### config.mk
export PLATFORM = sky130hd
export DESIGN_NAME = lut_sweep_unit
export DESIGN_NICKNAME = d
export VERILOG_FILES = /design/src/rtl/lut_sweep_pkg.sv /design/src/rtl/lut_term_lookup.sv /design/src/rtl/lut_sweep_unit.sv
export SDC_FILE = /design/constraint.sdc
export NUM_CORES = 1
export LEC_CHECK = 0
export ABC_AREA = 1
export CAP_MARGIN = 20
export CORE_MARGIN = 2
export CORE_UTILIZATION = 45
export DETAILED_ROUTE_END_ITERATION = 16
export GPL_ROUTABILITY_DRIVEN = 0
export GPL_TIMING_DRIVEN = 0
export PLACE_DENSITY = 0.71
export SYNTH_ARGS = -nofsm -noshare
export SYNTH_HDL_FRONTEND = slang
export SYNTH_SLANG_ARGS = --single-unit
### constraint.sdc
create_clock -name clk -period 2.4 [get_ports clk]
set_clock_uncertainty 0.1 [all_clocks]
set_input_delay 0.72 -clock clk [delete_from_list [all_inputs] [get_ports clk]]
set_output_delay 0.72 -clock clk [all_outputs]
set_load 0.005 [all_outputs]
### src/rtl/lut_sweep_pkg.sv
// Shared types and constants for the LUT sweep unit.
package lut_sweep_pkg;

  typedef enum logic [1:0] {
    ST_IDLE  = 2'd0,
    ST_SWEEP = 2'd1,
    ST_DONE  = 2'd2
  } state_t;

  // Mode selects how the term mask is read: minterm list or maxterm list.
  localparam logic MODE_SOP = 1'b0;
  localparam logic MODE_POS = 1'b1;

endpackage

### src/rtl/lut_term_lookup.sv
// Combinational term lookup: F(idx) = mask[idx] ^ mode.
module lut_term_lookup #(
  parameter int N = 4
) (
  input  logic [2**N-1:0] mask,
  input  logic            mode,
  input  logic [N-1:0]    idx,
  output logic            f
);

  // A set bit is a true row in SoP and a false row in PoS.
  assign f = mask[idx] ^ mode;

endmodule

### src/rtl/lut_sweep_unit.sv
// Loadable N-input function generator with point evaluation and a
// truth-table sweep engine streaming rows over valid/ready.
module lut_sweep_unit
  import lut_sweep_pkg::*;
#(
  parameter int N = 4
) (
  input  logic            clk,
  input  logic            rst,
  input  logic            load,
  input  logic [2**N-1:0] mask_in,
  input  logic            mode_in,
  input  logic [N-1:0]    eval_in,
  output logic            eval_out,
  input  logic            start,
  output logic            busy,
  output logic            out_valid,
  input  logic            out_ready,
  output logic [N-1:0]    out_idx,
  output logic            out_val,
  output logic            done,
  output logic [N:0]      ones_count
);

  localparam int ROWS = 2**N;

  state_t          state;
  logic [ROWS-1:0] mask;
  logic            mode;
  logic [N:0]      acc;
  logic [N-1:0]    sweep_idx;
  logic            f_eval;
  logic            f_sweep;

  // Sweep lookup always points at the row that will be presented next:
  // row 0 when launching from IDLE, otherwise the successor of out_idx.
  assign sweep_idx = (state == ST_SWEEP) ? out_idx + 1'b1 : '0;

  lut_term_lookup #(.N(N)) u_eval_lookup (
    .mask (mask),
    .mode (mode),
    .idx  (eval_in),
    .f    (f_eval)
  );

  lut_term_lookup #(.N(N)) u_sweep_lookup (
    .mask (mask),
    .mode (mode),
    .idx  (sweep_idx),
    .f    (f_sweep)
  );

  // Table registers, point-eval register and the sweep FSM with its counters.
  always_ff @(posedge clk or posedge rst) begin
    if (rst) begin
      state      <= ST_IDLE;
      mask       <= '0;
      mode       <= MODE_SOP;
      eval_out   <= 1'b0;
      busy       <= 1'b0;
      out_valid  <= 1'b0;
      out_idx    <= '0;
      out_val    <= 1'b0;
      done       <= 1'b0;
      acc        <= '0;
      ones_count <= '0;
    end else begin
      eval_out <= f_eval;
      done     <= 1'b0;
      case (state)
        ST_IDLE: begin
          // load takes priority so a table update never races a sweep launch
          if (load) begin
            mask <= mask_in;
            mode <= mode_in;
          end else if (start) begin
            state     <= ST_SWEEP;
            busy      <= 1'b1;
            out_valid <= 1'b1;
            out_idx   <= '0;
            out_val   <= f_sweep;
            acc       <= '0;
          end
        end
        ST_SWEEP: begin
          if (out_valid && out_ready) begin
            if (out_idx == '1) begin
              out_valid  <= 1'b0;
              ones_count <= acc + {{N{1'b0}}, out_val};
              done       <= 1'b1;
              state      <= ST_DONE;
            end else begin
              acc     <= acc + {{N{1'b0}}, out_val};
              out_idx <= out_idx + 1'b1;
              out_val <= f_sweep;
            end
          end
        end
        ST_DONE: begin
          busy  <= 1'b0;
          state <= ST_IDLE;
        end
        default: state <= ST_IDLE;
      endcase
    end
  end

endmodule

# Yosys cells after proc, flatten, opt, wreduce, memory -nomap -nowiden
# Cells that the tools add are included.
[classes] addsub=2 magnitude_cmp=2 eq_ne=8 n_mux=34 bitwise_logic=2 n_reduce_logical=10
[ops] op="4-bit 2-to-1 mux" count=5
[ops] op="5-bit 2-to-1 mux" count=4
[ops] op="1-bit 2-to-1 mux" count=13
[ops] op="4-bit by 5-bit < comparator with 1-bit output, second input constant" count=2
[ops] op="5-bit case mux with 2 select lines" count=1
[ops] op="5-bit AND reduction" count=2
[ops] op="1-bit binary-select mux with 4-bit select" count=2
[ops] op="2-bit 2-to-1 mux" count=4
[ops] op="4-bit case mux with 2 select lines" count=1
[ops] op="2-bit != test, second input constant" count=3
[ops] op="1-bit case mux with 2 select lines" count=3
[ops] op="3-bit AND reduction" count=2
[ops] op="5-bit by 1-bit adder with 5-bit output" count=1
[ops] op="4-bit by 1-bit adder with 4-bit output, second input constant" count=1
[ops] op="4-bit == test, second input constant" count=1
[ops] op="2-bit by 1-bit != test with 1-bit output, second input constant" count=2
[ops] op="2-bit case mux with 2 select lines" count=1
[ops] op="4-bit AND reduction" count=1
[ops] op="2-bit nonzero test" count=2
[ops] op="2-bit by 1-bit == test with 1-bit output, second input constant" count=1
[ops] op="2-bit == test, second input constant" count=1
[ops] op="2-bit zero test" count=1
[ops] op="2-bit AND reduction" count=1
[ops] op="1-bit bitwise XOR" count=2
[ops] op="1-bit logical AND" count=1
[word_totals] register_bits=38 in_bits=26 output_inout_bits=14 word_cells=69

# Longest topological paths before layout
# Gate-level depths: netlist of run 1.
[logic_depth] depth_word=8 ltp_mapped=12 ltp_nobuf=12

# By module
# A second synthesis of run 1 with hierarchy kept.
[hier_totals] hier_cells=297 hier_area_um2=2225.9
[by_module_without_submodules] module="lut_sweep_unit" n_inst=1 cells_each=189 area_per_inst_um2=1707.9 seq_area_each_um2=950.9
[by_module_without_submodules] module="lut_term_lookup" n_inst=2 cells_each=54 area_per_inst_um2=259.0 seq_area_each_um2=0.0

# Worst setup path after synthesis of run 1
# No wires, ideal clock.
[synth_path] kind="input -> register" from="in start" to="reg out_idx[1]" setup_ns=0.126 t_arrival_ns=1.535 required_ns=2.174 path_slack_ns=0.639 cell_stages=7 path_buffers=0 path_cell_list="inv_1 > o21ai_0 > nand2_2 > nor3_4 > inv_4 > nand2_1 > o21ai_2"
[synth_between] elab_chain_len=2
[synth_lines] item="from (decl)" line_no="lut_sweep_unit.sv:15" source="input logic start,"
[synth_lines] item="2-bit != test (no source line)"
[synth_lines] item="5-bit AND reduction (no source line)"
[synth_lines] item="to (signal assigned)" line_no="lut_sweep_unit.sv:94" source="out_idx <= out_idx + 1'b1;"
[synth_lines] item="to (decl)" line_no="lut_sweep_unit.sv:19" source="output logic [N-1:0] out_idx,"
# Every way passes these cells.
# A chain may end at the register's enable or synchronous reset.

# Final worst setup path of run 1
[layout_path] from="reg out_idx[0]" to="out out_idx[0]"
# No word-level cell between the ends.

==> results of run 1 <==
-- cells by family (layout without fill, tap and decap cells) --
group	Yosys count	count (layout)	synth area share
simple gates	97	97	0.230
compound gates	42	42	0.117
buf+inv	39	85	0.0821
flops	38	38	0.487
mux	8	8	0.0462
xor+xnor	4	4	0.0179
fa+ha+maj	3	3	0.0192
-- where the power goes --
| part | switching (uW) | internal (uW) |
|---|---|---|
| clock network | 224 | 231 |
| logic | 31.0 | 44.6 |
| registers | 0.543 | 642 |
| total | 256 | 917 |
-- area by class of cell --
type	count	area, um2
inverter	34	135
clock inverter	2	12.5
tap	50	62.6
sequential	38	951
buffer	5	25.0
multi-input combinational	154	841
fill	387	1600
timing repair buffer	38	380
clock buffer	6	82.6
-- metal layers --
metal | vias to the layer above | part of all wire | global-route usage
li1 | 845 | - | -
met5 | - | 0 | 0
met1 | 750 | 0.44 | 0.219
met2 | 36 | 0.51 | 0.296
met4 | 0 | 0.0074 | 0.0513
met3 | 5 | 0.039 | 0.0433
-- worst min-delay path, delay by kind of cell, from the launching register on --
kind / cells / cell delay (ns)
AOI/OAI and AO/OA: 1 / 0.06
and+or+nand+nor: 1 / 0.05
DFF: 1 / 0.35
-- final timing paths --
| kind | to | startpoint | slack (ns) | depth (start not counted) |
|---|---|---|---|---|
| worst min-delay path | ones_count[4] | ones_count[4] | 0.39 | 2 |
| worst max register to register | out_val | out_idx[0] | 0.45 | 10 |
| max in group asynchronous | out_idx[0] | rst | 0.94 | 2 |
| worst max-delay path | out_idx[0] | out_idx[0] | 0.23 | 1 |
| worst min register to register | ones_count[4] | ones_count[4] | 0.39 | 2 |
| min in group asynchronous | ones_count[0] | rst | 0.78 | 2 |
-- stage by stage --
step                      setup TNS (ns)  total power, uW  instances
after detailed placement               0              732        319
after global placement             -4.91              731        319
final                                  0             1170        327
after floorplan                        0              680        231
after global routing                   0             1240        327
after CTS                              0             1190        327
-- layout by cell type, fill, tap and decap left out --
cell type and n:
nor2_1 19, inv_4 3, inv_2 3, clkbuf_1 2, clkbuf_8 6, nand4_1 2
nand2_8 1, clkinv_2 1, o21ai_0 11, inv_1 28, nor3_1 1, xor2_1 4
nand2_2 3, buf_4 1, ha_1 3, a21oi_1 14, o211ai_1 3, nand3_1 26
nor3_4 1, nor2_2 1, o21ai_2 2, nor2_4 1, o22ai_1 3, o21ai_1 9
clkinvlp_4 1, dfrtp_1 38, mux2_2 8, clkdlybuf4s50_1 38, nand2_1 42, buf_2 2
-- flip-flops by register name, indices dropped and copies added, names as in the netlist --
name	count
mask	16
acc	5
ones_count	5
out_idx	4
state	2
busy	1
done	1
eval_out	1
mode	1
out_val	1
out_valid	1
==> impl_metrics.yaml, run 1 <==
yosys:
  synth_area_leader_cell: "dfrtp_1"
  synth-edff-count: 0
  syn_area_mm2: 0.00195
  synth_cell_types: 26
  synth_cells: 231
  ys_seq_area_frac: 0.487
  yosysWarnings: 0
  yosys-top-cells-area: "dfrtp_1 49%, nand2_1 8.1%, nand3_1 6.7%, inv_1 5.6%, mux2_2 4.6%"
  ys_seq_elements: 38
  yosysMostFrequentCell: "nand2_1"
  yosys-top-cells-count: "42 x nand2_1, 38 x dfrtp_1, 29 x inv_1"
  async_reset_ff_frac: 1.00
  syn-num-nets: 260
  ys.flop_type: "dfrtp_1"
  syn_area_per_cell_um2: 8.45
  synth_top_area_frac: 0.487
global_routing:
  grt_use_total: 0.174
  antenna_found_initial: 0
  overflow: 0
  grt_pass1_wl_mm: 6.92
  grt_pass1_vias: 1601
  grt_max_degree: 39
die:
  coreArea_mm2: 0.00409
  start_util: 0.478
  die_w_um: 69.9
  rows: 23
  pin_count: 40
  die_area_mm2: 0.00488
  die_h_um: 69.9
setup_path:
  cp_top_family: "buffers and inverters"
  path_max_fanout: 7
  critPathRequiredTime_ns: 1.58
  slowest_stage: "clkdlybuf4s50_1"
  crit_chain: "clkdlybuf4s50_1"
  critical_path.endpoint_type: "output pin"
  worst-path-buf-inv: 1
  worstPathArrival_ns: 1.35
  cp-start-kind: "register"
  critical_path_class: "register to output pin"
  slowest_delay_ns: 0.57
route:
  drtPass1Iterations: 4
  drt-total-wl_mm: 3.92
  drt_iter0_drc: 73
  vias: 1636
  post-route-drc-count: 0
  ant_nets: 0
  wl_per_cell_um: 12.0
  vias_per_cell: 5.00
flow_run:
  drv_cap: 0
timing:
  tightestPinTransition_ns: 0.757
  maxClockFrequency_mhz: 460
  min_period_ns: 2.17
  slew_headroom: 0.495
  setup_viol: 0
  setup_slack_ns: 0.225
  whs_ns: 0.391
  slew_viol_final: 0
  rsz0062_at_grt: "false"
  min_period_over_period: 0.906
  hold_viol: 0
cts:
  path_clk_slew_ns: 0.08
  cts_tree: "yes"
  cts_made_buffers: 5
  cts-root-buf: "clkbuf_8"
  h-tree-depth: 2
  post_cts_buffers: 0
  cts_buffer_depth: 2
  ctsHoldBuffers: 0
  cts_resized: 0
  cts.sinks: 38
  clock_latency_ns: 0.29
layout:
  diodes: 0
  fin_util: 0.609
  drive_above_1_share: 0.123
  final_net_count: 305
  final_area_mm2: 0.00249
  area_growth_pct: 27.6
power:
  power-per-cell-area_mw_per_mm2: 471
  p_leak_uw: 0.00122
  ir_worst_vdd_v: 0.000354
placed_design:
  place_hpwl_mm: 3.06
  place_ws_ns: 0.0248
  numPortBuffers: 38
  place_area_mm2: 0.00239
hold_path:
  hp-class: "register to register"
status:
  outcome: "finished, final reports clean"
Power figures use the tool's default switching activity.
==> inputs of run 2 (changes only) <==
- CORE_UTILIZATION: 45 -> 51
- PLACE_DENSITY: 0.71 -> 0.79
==> impl_metrics.yaml, run 2 (same netlist as run 1, synthesis figures left out) <==
setup_path:
  slowest_delay_ns: 0.56
  crit_chain: "clkdlybuf4s50_1"
  critical_path_class: "register to output pin"
  cp_top_family: "buffers and inverters"
  cp-start-kind: "register"
  critPathRequiredTime_ns: 1.58
  worst-path-buf-inv: 1
  worstPathArrival_ns: 1.35
  critical_path.endpoint_type: "output pin"
  slowest_stage: "clkdlybuf4s50_1"
  path_max_fanout: 7
flow_run:
  drv_cap: 0
placed_design:
  numPortBuffers: 38
  place_hpwl_mm: 2.92
cts:
  cts_resized: 0
  post_cts_buffers: 0
  h-tree-depth: 2
  path_clk_slew_ns: 0.08
  cts-root-buf: "clkbuf_8"
  cts_made_buffers: 5
  cts_buffer_depth: 2
  cts.sinks: 38
  clock_latency_ns: 0.29
  ctsHoldBuffers: 0
  cts_tree: "yes"
power:
  ir_worst_vdd_v: 0.000276
  p_leak_uw: 0.00122
  finalPower_uw: 1180
  power-per-cell-area_mw_per_mm2: 473
route:
  dr_wl_met3_um: 185
  drt-met1-wl_mm: 1.68
  ant_nets: 0
  drtPass1Iterations: 4
  vias: 1659
  wl_per_cell_um: 11.9
  drt_iter0_drc: 62
  top_layer_used: "met4"
  post-route-drc-count: 0
  vias_per_cell: 5.10
  drt-total-wl_mm: 3.86
  routed-wl-met2_mm: 1.94
global_routing:
  antenna_found_initial: 0
  overflow: 0
  grt_pass1_wl_mm: 6.57
  grt_use_total: 0.196
  grt_pass1_vias: 1567
  grt_max_degree: 39
timing:
  maxClockFrequency_mhz: 461
  slew_viol_final: 0
  slew_headroom: 0.480
  tns_ns: 0
  hold_viol: 0
  setup_viol: 0
  min_period_ns: 2.17
  rsz0062_at_grt: "false"
  tightestPinTransition_ns: 0.778
  min_period_over_period: 0.904
layout:
  layout_common_cells: "42 x nand2_1, 38 x dfrtp_1, 38 x clkdlybuf4s50_1"
  largest_reg_flops: 16
  final_net_count: 305
  area_growth_pct: 27.4
  drive_above_1_share: 0.123
  mostFrequentLayoutCell: "nand2_1"
  largestRegisters: "mask x16, acc x5, ones_count x5"
  diodes: 0
  largest-register: "mask"
die:
  die_area_mm2: 0.00434
  rows: 22
  die_h_um: 65.9
  start_util: 0.533
  pin_count: 40
  die_w_um: 65.9
  coreArea_mm2: 0.00366
status:
  outcome: "finished, final reports clean"
hold_path:
  hp-class: "register to register"
## run 2: cell counts in the layout (fill, tap and decap cells not counted)
No cell type changed its count.
## run 2: where the power goes
part	total [uW]	leakage (uW)	internal (uW)	switching, uW
logic	76.0	0.000711	44.5	31.4
registers	642	0.000466	642	0.453
clock network	458	0.0000472	231	227
## run 2: path summary, 6_finish.rpt
kind	from	to	slack [ns]	cells past startpoint
worst max-delay path	out_idx[0]	out_idx[0]	0.23	1
worst min-delay path	ones_count[3]	ones_count[3]	0.39	2
worst max register to register	out_idx[0]	out_val	0.50	10
max in group asynchronous	rst	busy	0.91	2
min in group asynchronous	rst	mode	0.79	2
worst min register to register	ones_count[3]	ones_count[3]	0.39	2
## run 2: stage by stage
stage | hold WS, ns | utilization | std cells | instance area [um2] | setup slack, ns
after floorplan | 0.363 | - | 231 | 1950 | 0.639
after global placement | 0.371 | 0.653 | 317 | 2390 | -0.0969
after detailed placement | 0.377 | 0.653 | 317 | 2390 | 0.00525
after CTS | 0.396 | 0.679 | 325 | 2490 | 0.231
after global routing | 0.423 | 0.679 | 325 | 2490 | 0.182
final | 0.393 | 0.679 | 325 | 2490 | 0.232
## run 2: per-layer routing
metal	vias up	global-route usage
li1	846	-
met1	752	0.234
met2	52	0.348
met3	9	0.0392
met4	0	0.0729
met5	-	0
## run 2: final cells by class
type | instances | area, um2
Clock inverter | 2 | 12.5
Buffer | 5 | 25.0
Tap cell | 48 | 60.1
Timing Repair Buffer | 38 | 380
Fill cell | 307 | 1170
Inverter | 34 | 135
Sequential cell | 38 | 951
Clock buffer | 6 | 82.6
Multi-Input combinational cell | 154 | 841
==> inputs of run 3 (changes only) <==
- HOLD_SLACK_MARGIN: unset -> 0.15
==> results of run 3 <==
No change in the layout: final DEF, timing and power equal those of run 2.
